## config.mk

```make
export PLATFORM = sky130hd
export DESIGN_NAME = reorder_ctrl
export DESIGN_NICKNAME = d
export VERILOG_FILES = /design/src/rtl/reorder_pkg.sv /design/src/rtl/addr_rev_map.sv /design/src/rtl/reorder_ctrl.sv
export SDC_FILE = /design/constraint.sdc
export NUM_CORES = 1
export LEC_CHECK = 0
export ABC_AREA = 0
export BUFFER_PORTS_ARGS = -buffer_cell sky130_fd_sc_hd__buf_2
export CORE_MARGIN = 2
export CORE_UTILIZATION = 54
export CTS_CLUSTER_DIAMETER = 50
export CTS_CLUSTER_SIZE = 14
export DETAILED_ROUTE_END_ITERATION = 10
export PLACE_DENSITY = 0.77
export SYNTH_ARGS = -nofsm -noshare
export SYNTH_HDL_FRONTEND = slang
export SYNTH_SLANG_ARGS = --single-unit
```

## constraint.sdc

```tcl
create_clock -name clk -period 6.8 [get_ports clk]
set_clock_uncertainty 0.05 [all_clocks]
set_input_delay 1.02 -clock clk [delete_from_list [all_inputs] [get_ports clk]]
set_output_delay 1.02 -clock clk [all_outputs]
set_load 0.03 [all_outputs]
```

## src/rtl/reorder_pkg.sv

```systemverilog
// Shared definitions for the re-order address controller: FSM state encoding
// and the address-map mode selectors.
package reorder_pkg;

    typedef enum logic [1:0] {
        ST_IDLE   = 2'd0,
        ST_WORK   = 2'd1,
        ST_WORK_F = 2'd2,
        ST_OVER   = 2'd3
    } state_t;

    localparam int REV_LINEAR = 0;
    localparam int REV_BIT    = 1;
    localparam int REV_DIGIT  = 2;

endpackage

```

## src/rtl/addr_rev_map.sv

```systemverilog
// Combinational address permutation: linear, full bit-reverse, or reversal
// of the order of 4-bit (radix-16) digits.
module addr_rev_map
    import reorder_pkg::*;
#(
    parameter int ADDR_W   = 9,
    parameter int REV_MODE = REV_LINEAR
) (
    input  logic [ADDR_W-1:0] addr,
    output logic [ADDR_W-1:0] rema
);

    if ((REV_MODE == REV_DIGIT) && ((ADDR_W % 4) != 0)) begin : g_bad_digit_width
        $error("addr_rev_map: digit-reverse mode needs ADDR_W to be a multiple of 4");
    end

    if ((REV_MODE < REV_LINEAR) || (REV_MODE > REV_DIGIT)) begin : g_bad_mode
        $error("addr_rev_map: unsupported REV_MODE");
    end

    // Address permutation selected by REV_MODE
    always_comb begin
        rema = addr;
        case (REV_MODE)
            REV_LINEAR: begin
                rema = addr;
            end
            REV_BIT: begin
                for (int i = 0; i < ADDR_W; i++) begin
                    rema[i] = addr[ADDR_W-1-i];
                end
            end
            REV_DIGIT: begin
                for (int d = 0; d < ADDR_W / 4; d++) begin
                    rema[4*d +: 4] = addr[ADDR_W-4-4*d +: 4];
                end
            end
            default: begin
                rema = addr;
            end
        endcase
    end

endmodule

```

## src/rtl/reorder_ctrl.sv

```systemverilog
// Re-order memory read-address sequencer: walks a frame counter through
// 0..ADDR_LAST and presents it through the selected address permutation.
module reorder_ctrl
    import reorder_pkg::*;
#(
    parameter int ADDR_W    = 9,
    parameter int ADDR_LAST = (2 ** ADDR_W) - 1,
    parameter int REV_MODE  = REV_LINEAR,
    parameter int CONT      = 0,
    parameter int FRM_W     = 8
) (
    input  logic              clk,
    input  logic              rst,
    input  logic              ext_valid_in,
    input  logic              stall,
    input  logic              clr,
    output logic [ADDR_W-1:0] rema,
    output logic              rema_valid,
    output logic              frame_done,
    output logic              busy,
    output logic [FRM_W-1:0]  frame_cnt
);

    if ((ADDR_LAST < 0) || (ADDR_LAST > (2 ** ADDR_W) - 1)) begin : g_bad_last
        $error("reorder_ctrl: ADDR_LAST does not fit in ADDR_W bits");
    end

    localparam logic [ADDR_W-1:0] LAST_A = ADDR_W'(ADDR_LAST);
    localparam logic [ADDR_W-1:0] ONE_A  = ADDR_W'(1);
    localparam logic [FRM_W-1:0]  ONE_F  = FRM_W'(1);

    state_t             state_r, state_s;
    logic [ADDR_W-1:0]  cnt_r, cnt_s;
    logic [FRM_W-1:0]   frame_cnt_r, frame_cnt_s;

    // Next-state logic; clr overrides every FSM decision
    always_comb begin
        state_s     = state_r;
        cnt_s       = cnt_r;
        frame_cnt_s = frame_cnt_r;
        if (clr) begin
            state_s     = ST_IDLE;
            cnt_s       = '0;
            frame_cnt_s = '0;
        end else begin
            case (state_r)
                ST_IDLE: begin
                    cnt_s = '0;
                    if (ext_valid_in) begin
                        state_s = ST_WORK;
                    end else begin
                        state_s = ST_IDLE;
                    end
                end
                ST_WORK: begin
                    if (stall) begin
                        state_s = ST_WORK;
                    end else if (cnt_r == LAST_A) begin
                        state_s = ST_WORK_F;
                        cnt_s   = '0;
                    end else begin
                        cnt_s = cnt_r + ONE_A;
                    end
                end
                ST_WORK_F: begin
                    frame_cnt_s = frame_cnt_r + ONE_F;
                    if (CONT == 0) begin
                        state_s = ST_OVER;
                    end else if (ext_valid_in) begin
                        state_s = ST_WORK;
                    end else begin
                        state_s = ST_IDLE;
                    end
                end
                ST_OVER: begin
                    state_s = ST_OVER;
                end
                default: begin
                    state_s = ST_IDLE;
                    cnt_s   = '0;
                end
            endcase
        end
    end

    // State, address counter and frame counter registers
    always_ff @(posedge clk) begin
        if (rst) begin
            state_r     <= ST_IDLE;
            cnt_r       <= '0;
            frame_cnt_r <= '0;
        end else begin
            state_r     <= state_s;
            cnt_r       <= cnt_s;
            frame_cnt_r <= frame_cnt_s;
        end
    end

    // The map sits directly on the registered counter so rema adds no latency
    addr_rev_map #(
        .ADDR_W   (ADDR_W),
        .REV_MODE (REV_MODE)
    ) u_map (
        .addr (cnt_r),
        .rema (rema)
    );

    assign rema_valid = (state_r == ST_WORK) && !stall;
    assign frame_done = (state_r == ST_WORK_F);
    assign busy       = (state_r == ST_WORK) || (state_r == ST_WORK_F);
    assign frame_cnt  = frame_cnt_r;

endmodule
```

==> results.toml, run 1 <==
[sta]
finalWorstPathRequiredPeriod_ps = 2710
worst_slack_ps = 4090
maxSlewViolCount = 0
max-slew-margin-rel = 0.578
tightest_slew_ps = 633
hold_violations = 0
report.final.setup_viol = 0
final.setup.tns_ps = 0
maxClockFrequency_ghz = 0.369
rsz_0062_raised_after_global_routing = "false"
layout_worst_path_cycle_share = 0.399

[cells_and_area]
post-route-cell-area_mm2 = 0.00110
num_antenna_cells = 0
fin_nets = 148
area_delta_synth_final_pct = 15.4
layout-drive-gt1-share = 0.222

[clock_tree]
cts_resized = 0
tritoncts = "done"
htree_num_levels = 1
buffer_levels_on_the_longest_clock_path = 2
cts_hold_buffers = 0
post_cts_buffers = 0
numCtsBuffers = 3
worst_setup_hold_path_clk_slew_ps = 110
cts.sinks = 19
clockRootBuffer = "sky130_fd_sc_hd__clkbuf_4"
worstSkewPairLatency_ps = 300

[detailed_routing]
dr.first_iter.drc_count = 7
route.vias.total = 861
routedWlPerCell_um = 12.1
finalWirelength_um = 1850
post_dr_vias_cell = 5.66
route.met2.wl_um = 916
wl_met3_um = 64
firstDrtPassIters = 4
drc = 0
m1WireLength_um = 851
top_layer_used = "met4"
postRouteAntennaNets = 0

[power_and_ir_drop]
sequentialPowerShare = 0.615
max-vdd-ir-drop_mv = 0.137
power.internal_w = 0.000137
power_density_mw_per_mm2 = 166
switching_share = 0.246
netsw_w = 0.0000449
combPwrFrac = 0.064
share_clk_of_total_power = 0.321
total_leakage_power_nw = 0.475

[grt]
grt_first_pass_wirelength_um = 2990
gr-usage-all-layers = 0.195
largest_net_degree_at_the_start_of_global_routing = 20
grt_pass1_vias = 745
gr-total-overflow = 0
grt_antenna_before_repair = 0

[worst_hold_path]
hold_depth = 2
min_delay_worst_endpoint = "frame_cnt[7]$_SDFFE_PP0P_"
min_from = "frame_cnt[7]$_SDFFE_PP0P_"
min-delay-path-class = "flip-flop to flip-flop"

[die]
floorplan.die.width_um = 46.0
dieArea_mm2 = 0.00211
ioPinCount = 25
die_y_um = 46.0
core_region_area_mm2 = 0.00169
rows = 15
start_util = 0.563

[critical_path]
crit_top_cell = "sky130_fd_sc_hd__buf_2"
crit_path_cell_trace = "buf_2 > nor2b_1 > buf_2"
worstPathArrival_ps = 1640
timing.setup.critical_path_class = "input port to output port"
rr_startpoint = "cnt_r[0]$_SDFFE_PP0P_"
reg2reg_to = "cnt_r[7]$_SDFFE_PP0P_"
type_of_destination_of_the_critical_path = "output port"
critical-path-max-stage-delay_ps = 260
worstSetupStartpoint = "stall"
worst-r2r-cell-count = 7
worst_ep_required_time_ps = 5730
worst_path_dominant_cell_family = "buffers and inverters"
start_kind = "input port"
worst_path_max_delay_cell = "sky130_fd_sc_hd__buf_2"
worst-path-max-fanout = 4
slack_of_the_worst_reg_to_reg_path_ps = 4220
timing.critical_path.buf_inv = 2

[synthesis]
ys_dominant_reg_cell = "sky130_fd_sc_hd__dfxtp_1"
synth.cell_area_um2 = 951
number_of_register_bits_inferred_by_synthesis = 19
synth_area_per_cell_um2 = 8.57
netlist_instances = 111
synthDominantCellAreaShare = 0.400
portion_of_the_post_synthesis_area_used_by_sequential_elements = 0.400
synth_edf_count = 0
netlist.top_cell.by_area = "sky130_fd_sc_hd__dfxtp_1"
yosysUniqueCellTypes = 31
postSynth.asyncResetShare = 0
synth.most_common_cell = "sky130_fd_sc_hd__dfxtp_1"
synth-warning-count = 0
post_synth_most_frequent_cells = "sky130_fd_sc_hd__dfxtp_1 (19), sky130_fd_sc_hd__a21oi_1 (15), sky130_fd_sc_hd__nor2_1 (13)"
syn-num-nets = 123
synth_top_cells_by_area = "sky130_fd_sc_hd__dfxtp_1 (40%), sky130_fd_sc_hd__ha_1 (9.2%), sky130_fd_sc_hd__a21oi_1 (7.9%)"

[flow_run]
drv_cap = 0

[outcome]
run_status = "finished, final reports clean"

[placed_design]
dp.final_hpwl_um = 1310
placement.setup.worst_slack_ps = 4120
placed_instance_area_mm2 = 0.00107
io_buffer_count = 24
gpl.final_weighted_congestion = 0.840
==> kinds of logic (layout without fill, tap and decap cells) <==
| family | after synthesis | count (layout) | synth area share |
|---|---|---|---|
| simple gates | 45 | 45 | 0.261 |
| mux | 1 | 1 | 0.0105 |
| compound gates | 27 | 27 | 0.155 |
| flops | 19 | 19 | 0.400 |
| xor+xnor | 5 | 5 | 0.0461 |
| fa+ha+maj | 7 | 7 | 0.0921 |
| buf+inv | 7 | 31 | 0.0355 |
==> cell usage in the layout (no fill, tap or decap), types with 2 or more instances in the layout <==
master	count
sky130_fd_sc_hd__and2_1	2
sky130_fd_sc_hd__o21ai_0	7
sky130_fd_sc_hd__dfxtp_1	19
sky130_fd_sc_hd__ha_1	7
sky130_fd_sc_hd__nor3_1	2
sky130_fd_sc_hd__clkbuf_4	3
sky130_fd_sc_hd__nand3_1	2
sky130_fd_sc_hd__a21oi_1	15
sky130_fd_sc_hd__buf_2	24
sky130_fd_sc_hd__nor2_1	13
sky130_fd_sc_hd__inv_1	3
sky130_fd_sc_hd__a22oi_1	2
sky130_fd_sc_hd__nor2b_1	2
sky130_fd_sc_hd__nand2_1	6
sky130_fd_sc_hd__and3_1	2
sky130_fd_sc_hd__xor2_1	4
sky130_fd_sc_hd__or3_1	5
sky130_fd_sc_hd__and4_1	2
sky130_fd_sc_hd__nand4_1	3
==> worst max-delay path by stage <==
stage	endpoint	slack [ps]	depth (start not counted)
2_1_floorplan	rema_valid	4180	1
3_3_place_gp	rema_valid	4140	3
3_5_place_dp	rema_valid	4120	3
4_1_cts	rema_valid	4110	3
5_1_grt	rema_valid	4080	3
6_report	rema_valid	4090	3
==> flip-flops by register name (all words and copies together), names as in the netlist <==
name,cells
cnt_r,9
frame_cnt,8
state_r,2
==> power groups by stage <==
| stage | registers, W | logic (W) | clock network [W] |
|---|---|---|---|
| 6_report | 0.000112 | 0.0000117 | 0.0000584 |
| 5_1_grt | 0.000112 | 0.0000134 | 0.0000651 |
| 4_1_cts | 0.000112 | 0.0000118 | 0.0000599 |
| 3_5_place_dp | 0.000115 | 0.0000117 | 0 |
| 3_3_place_gp | 0.000115 | 0.0000115 | 0 |
| 2_1_floorplan | 0.000115 | 0.00000870 | 0 |
==> metrics by stage <==
stage	utilization	instances	power, W	hold WS [ps]
after floorplan	-	111	0.000123	415
after global placement	0.633	148	0.000126	416
after detailed placement	0.633	148	0.000126	432
after CTS	0.650	152	0.000184	452
after global routing	0.650	152	0.000191	484
final	0.650	152	0.000182	446
==> worst register-to-register path, cell delays in order, from the launching register on <==
cell and delay [ps]:
sky130_fd_sc_hd__dfxtp_1 370, sky130_fd_sc_hd__ha_1 270, sky130_fd_sc_hd__and4_1 250, sky130_fd_sc_hd__and4_1 210
sky130_fd_sc_hd__ha_1 200, sky130_fd_sc_hd__or3b_1 520, sky130_fd_sc_hd__or4_1 510, sky130_fd_sc_hd__a21oi_1 140
==> metal layers <==
layer	up-vias	GRT usage
met5	-	0
met4	0	0.0914
met3	2	0.0397
met2	15	0.342
met1	401	0.222
li1	443	-
==> layout make-up <==
class	count	area, µm²
Fill cell	160	592
Tap cell	17	21.3
Multi-Input combinational cell	85	537
Inverter	3	11.3
Clock buffer	3	22.5
Timing Repair Buffer	24	120
Clock inverter	1	5.00
Sequential cell	19	380
Power figures use the tool's default switching activity.
==> run 2: changes to the inputs <==
- CORE_UTILIZATION: 54 -> 45
- PLACE_DENSITY: 0.77 -> 0.69
- clock period: 6.8 -> 2.28 ns (I/O delays scaled with it)
==> results.toml, run 2 (synthesized netlist as in run 1, its figures left out) <==
[outcome]
run_status = "finished, final reports clean"

[die]
start_util = 0.480
dieArea_mm2 = 0.00250
core_region_area_mm2 = 0.00198
floorplan.die.width_um = 50.0
die_y_um = 50.0
ioPinCount = 25
rows = 16

[detailed_routing]
firstDrtPassIters = 4
drc = 0
dr.first_iter.drc_count = 6
route.vias.total = 898
postRouteAntennaNets = 0
routedWlPerCell_um = 11.7
post_dr_vias_cell = 5.28
finalWirelength_um = 1980

[placed_design]
placed_instance_area_mm2 = 0.00113
gpl.final_weighted_congestion = 0.863
io_buffer_count = 24
dp.final_hpwl_um = 1370

[flow_run]
drv_cap = 0

[critical_path]
timing.setup.critical_path_class = "flip-flop to flip-flop"
critical-path-max-stage-delay_ps = 500
type_of_destination_of_the_critical_path = "flip-flop"
worstPathArrival_ps = 2400
worst-path-max-fanout = 4
worst_ep_required_time_ps = 2460
crit_path_cell_trace = "ha_4 > and4_4 > and4_1 > ha_2 > or3b_4 > or4_1 > a21oi_1"
start_kind = "flip-flop"
worst_path_max_delay_cell = "sky130_fd_sc_hd__or4_1"
worst_path_dominant_cell_family = "simple AND/OR/NAND/NOR gates"
timing.critical_path.buf_inv = 0

[cells_and_area]
nFillCells = 188
num_antenna_cells = 0
largest_register_ff_count = 9
most-common-layout-cells = "sky130_fd_sc_hd__buf_2 (24), sky130_fd_sc_hd__dfxtp_1 (17), sky130_fd_sc_hd__a21oi_1 (15)"
regMostFlops = "cnt_r"
area_delta_synth_final_pct = 25.8
post-route-cell-area_mm2 = 0.00120
mostFrequentLayoutCell = "sky130_fd_sc_hd__buf_2"
fin_nets = 156
layout-drive-gt1-share = 0.301

[grt]
grt_pass1_vias = 775
gr-total-overflow = 0
grt_first_pass_wirelength_um = 3290
largest_net_degree_at_the_start_of_global_routing = 20
grt_antenna_before_repair = 0
gr-usage-all-layers = 0.169

[power_and_ir_drop]
max-vdd-ir-drop_mv = 0.306
total_leakage_power_nw = 0.511
power_density_mw_per_mm2 = 453

[sta]
max-slew-margin-rel = 0.752
hold_violations = 0
final.hold.worst_slack_ps = 424
finalWorstPathRequiredPeriod_ps = 2220
tightest_slew_ps = 362
final.setup.tns_ps = 0
maxSlewViolCount = 0
maxClockFrequency_ghz = 0.451
rsz_0062_raised_after_global_routing = "true"
layout_worst_path_cycle_share = 0.973
report.final.setup_viol = 0

[clock_tree]
buffer_levels_on_the_longest_clock_path = 2
cts_hold_buffers = 0
cts.sinks = 19
worst_setup_hold_path_clk_slew_ps = 110
clockRootBuffer = "sky130_fd_sc_hd__clkbuf_4"
htree_num_levels = 1
tritoncts = "done"
numCtsBuffers = 3
worstSkewPairLatency_ps = 290

[worst_hold_path]
min-delay-path-class = "input port to flip-flop"
-- run 2: routing by layer --
metal	GRT usage	up-vias	routed length (µm)
met1	0.207	423	898
met4	0.0694	0	12
met2	0.289	13	1010
met5	0	-	0
li1	-	460	-
met3	0.0303	2	65
-- run 2: timing repair --
action,CTS,global route
buffers inserted,0,4
setup endpoints to repair,1,2
resized for setup,1,1
pin swaps,0,5
-- run 2: layout make-up --
cell class / instances / area (µm²) / area share
Clock buffer: 4 / 26.3 / 0.0220
Timing Repair Buffer: 32 / 180 / 0.151
Multi-Input combinational cell: 85 / 557 / 0.465
Sequential cell: 19 / 388 / 0.324
Inverter: 3 / 11.3 / 0.00941
Tap cell: 27 / 33.8 / 0.0282
-- run 2: worst register-to-register path: stages, from the launching register on --
cell,delay (ps)
sky130_fd_sc_hd__dfxtp_4,380
sky130_fd_sc_hd__ha_4,160
sky130_fd_sc_hd__and4_4,190
sky130_fd_sc_hd__and4_1,150
sky130_fd_sc_hd__ha_2,170
sky130_fd_sc_hd__or3b_4,410
sky130_fd_sc_hd__or4_1,500
sky130_fd_sc_hd__a21oi_1,140
-- run 2: final timing paths --
path                                 from                      end  slack [ps]  depth (start not counted)
hold reg to reg   state_r[1]$_SDFFE_PP0P_  state_r[1]$_SDFFE_PP0P_         460                          2
hold / removal               ext_valid_in  state_r[0]$_SDFFE_PP0P_         420                          5
setup reg to reg    cnt_r[0]$_SDFFE_PP0P_    cnt_r[7]$_SDFFE_PP0P_          60                          7
setup / recovery    cnt_r[0]$_SDFFE_PP0P_    cnt_r[7]$_SDFFE_PP0P_          60                          7
-- run 2: power breakdown --
part | internal, W | total [W] | switching, W
Sequential | 0.000331 | 0.000332 | 0.00000143
Clock | 0.0000680 | 0.000168 | 0.000100
Combinational | 0.0000169 | 0.0000420 | 0.0000250
Total | 0.000416 | 0.000542 | 0.000127
-- run 2: stage by stage --
step	cells	util	total power [W]	setup slack, ps
after floorplan	111	-	0.000366	44.9
final	170	0.604	0.000542	60.7
after detailed placement	162	0.573	0.000380	27.5
after CTS	166	0.587	0.000549	58.4
after global placement	162	0.573	0.000379	62.5
after global routing	170	0.604	0.000563	-23.0
==> run 3: changes to the inputs <==
- CTS_BUF_LIST: not set -> sky130_fd_sc_hd__clkbuf_16
==> results.toml, run 3 (synthesized netlist as in run 1, its figures left out) <==
[worst_hold_path]
hold_depth = 2
min-delay-path-class = "flip-flop to flip-flop"

[cells_and_area]
layout-drive-gt1-share = 0.281
num_antenna_cells = 0
largest_register_ff_count = 9
fin_nets = 152
sequential_cell_area_um2 = 388
mostFrequentLayoutCell = "sky130_fd_sc_hd__buf_2"
area_occupied_by_multi_input_gates_um2 = 557
most-common-layout-cells = "sky130_fd_sc_hd__buf_2 (24), sky130_fd_sc_hd__dfxtp_1 (17), sky130_fd_sc_hd__a21oi_1 (15)"
regMostFlops = "cnt_r"
finish.utilization = 0.615
area_delta_synth_final_pct = 28.2
nFillCells = 181

[detailed_routing]
firstDrtPassIters = 3
postRouteAntennaNets = 0
drc = 0
finalWirelength_um = 1920
routedWlPerCell_um = 11.6
dr.first_iter.drc_count = 5
post_dr_vias_cell = 5.22
route.vias.total = 866

[clock_tree]
worstSkewPairLatency_ps = 250
htree_num_levels = 1
worst_setup_hold_path_clk_slew_ps = 50
cts.sinks = 19
numCtsBuffers = 3
tritoncts = "done"
cts_hold_buffers = 0
buffer_levels_on_the_longest_clock_path = 2
clockRootBuffer = "sky130_fd_sc_hd__clkbuf_16"

[placed_design]
placement.setup.worst_slack_ps = 27.5
io_buffer_count = 24
dp.final_hpwl_um = 1370
gpl.final_weighted_congestion = 0.863

[sta]
maxSlewViolCount = 0
rsz_0062_raised_after_global_routing = "false"
finalWorstPathRequiredPeriod_ps = 2180
layout_worst_path_cycle_share = 0.958
final.setup.tns_ps = 0
worst_slack_ps = 96.5
tightest_slew_ps = 352
max-slew-margin-rel = 0.759
maxClockFrequency_ghz = 0.458
report.final.setup_viol = 0
hold_violations = 0

[critical_path]
worst-r2r-cell-count = 7
type_of_destination_of_the_critical_path = "flip-flop"
worst-path-max-fanout = 8
start_kind = "flip-flop"
worst_ep_required_time_ps = 2410
worstPathArrival_ps = 2310
timing.setup.critical_path_class = "flip-flop to flip-flop"

[grt]
largest_net_degree_at_the_start_of_global_routing = 20
grt_pass1_vias = 760
gr-usage-all-layers = 0.163
grt_first_pass_wirelength_um = 3240
grt_antenna_before_repair = 0
gr-total-overflow = 0

[flow_run]
drv_cap = 0

[power_and_ir_drop]
total_leakage_power_nw = 0.518
power_density_mw_per_mm2 = 596
max-vdd-ir-drop_mv = 0.339

[die]
core_region_area_mm2 = 0.00198
floorplan.die.width_um = 50.0
dieArea_mm2 = 0.00250
start_util = 0.480
die_y_um = 50.0
rows = 16
ioPinCount = 25

[outcome]
run_status = "finished, final reports clean"
-- run 3: changes by cell type in the layout (fill, tap and decap cells not counted) --
cell and change:
sky130_fd_sc_hd__buf_4 -4, sky130_fd_sc_hd__clkbuf_1 -1, sky130_fd_sc_hd__clkbuf_16 +3, sky130_fd_sc_hd__clkbuf_4 -3
sky130_fd_sc_hd__inv_1 +1
-- run 3: layout make-up --
type                    count  area share
clock buffers               3      0.0616
clock inverters             1     0.00308
inverters                   3     0.00924
multi-input cells          85       0.457
flip-flops and latches     19       0.318
well taps                  27      0.0277
repair buffers             28       0.123
-- run 3: path summary, 6_finish.rpt --
check	start	to	slack (ps)
worst max-delay path	cnt_r[0]$_SDFFE_PP0P_	cnt_r[7]$_SDFFE_PP0P_	100
worst min register to register	state_r[1]$_SDFFE_PP0P_	state_r[1]$_SDFFE_PP0P_	450
worst min-delay path	state_r[1]$_SDFFE_PP0P_	state_r[1]$_SDFFE_PP0P_	450
worst max register to register	cnt_r[0]$_SDFFE_PP0P_	cnt_r[7]$_SDFFE_PP0P_	100
-- run 3: per-layer routing --
| metal | wire [µm] | track usage | vias to the layer above |
|---|---|---|---|
| li1 | - | - | 452 |
| met1 | 909 | 0.207 | 399 |
| met2 | 951 | 0.282 | 13 |
| met3 | 48 | 0.0212 | 2 |
| met4 | 13 | 0.0556 | 0 |
| met5 | 0 | 0 | - |
-- run 3: metrics by stage --
stage	power, W	area (µm²)	cells	hold WS, ps
finish	0.000726	1220	166	453
CTS	0.000732	1210	166	455
global placement	0.000379	1130	162	415
floorplan	0.000366	973	111	415
detailed placement	0.000380	1130	162	448
global route	0.000749	1220	166	483
-- run 3: power by group --
part | internal (W) | switching, W
combinational | 0.0000160 | 0.0000246
sequential | 0.000331 | 0.00000148
clock | 0.000233 | 0.000120
-- run 3: repair_timing --
action | CTS | global route
setup endpoints to repair | 0 | 5
setup buffers | 0 | 0
gates resized for setup | 0 | 2
-- run 3: critical path: stages (launching register included) --
cell and delay, ps:
sky130_fd_sc_hd__dfxtp_4 360, sky130_fd_sc_hd__ha_4 170, sky130_fd_sc_hd__and4_4 190, sky130_fd_sc_hd__and4_1 200, sky130_fd_sc_hd__ha_2 180, sky130_fd_sc_hd__or3b_4 440
sky130_fd_sc_hd__or4_1 400, sky130_fd_sc_hd__a21oi_1 130
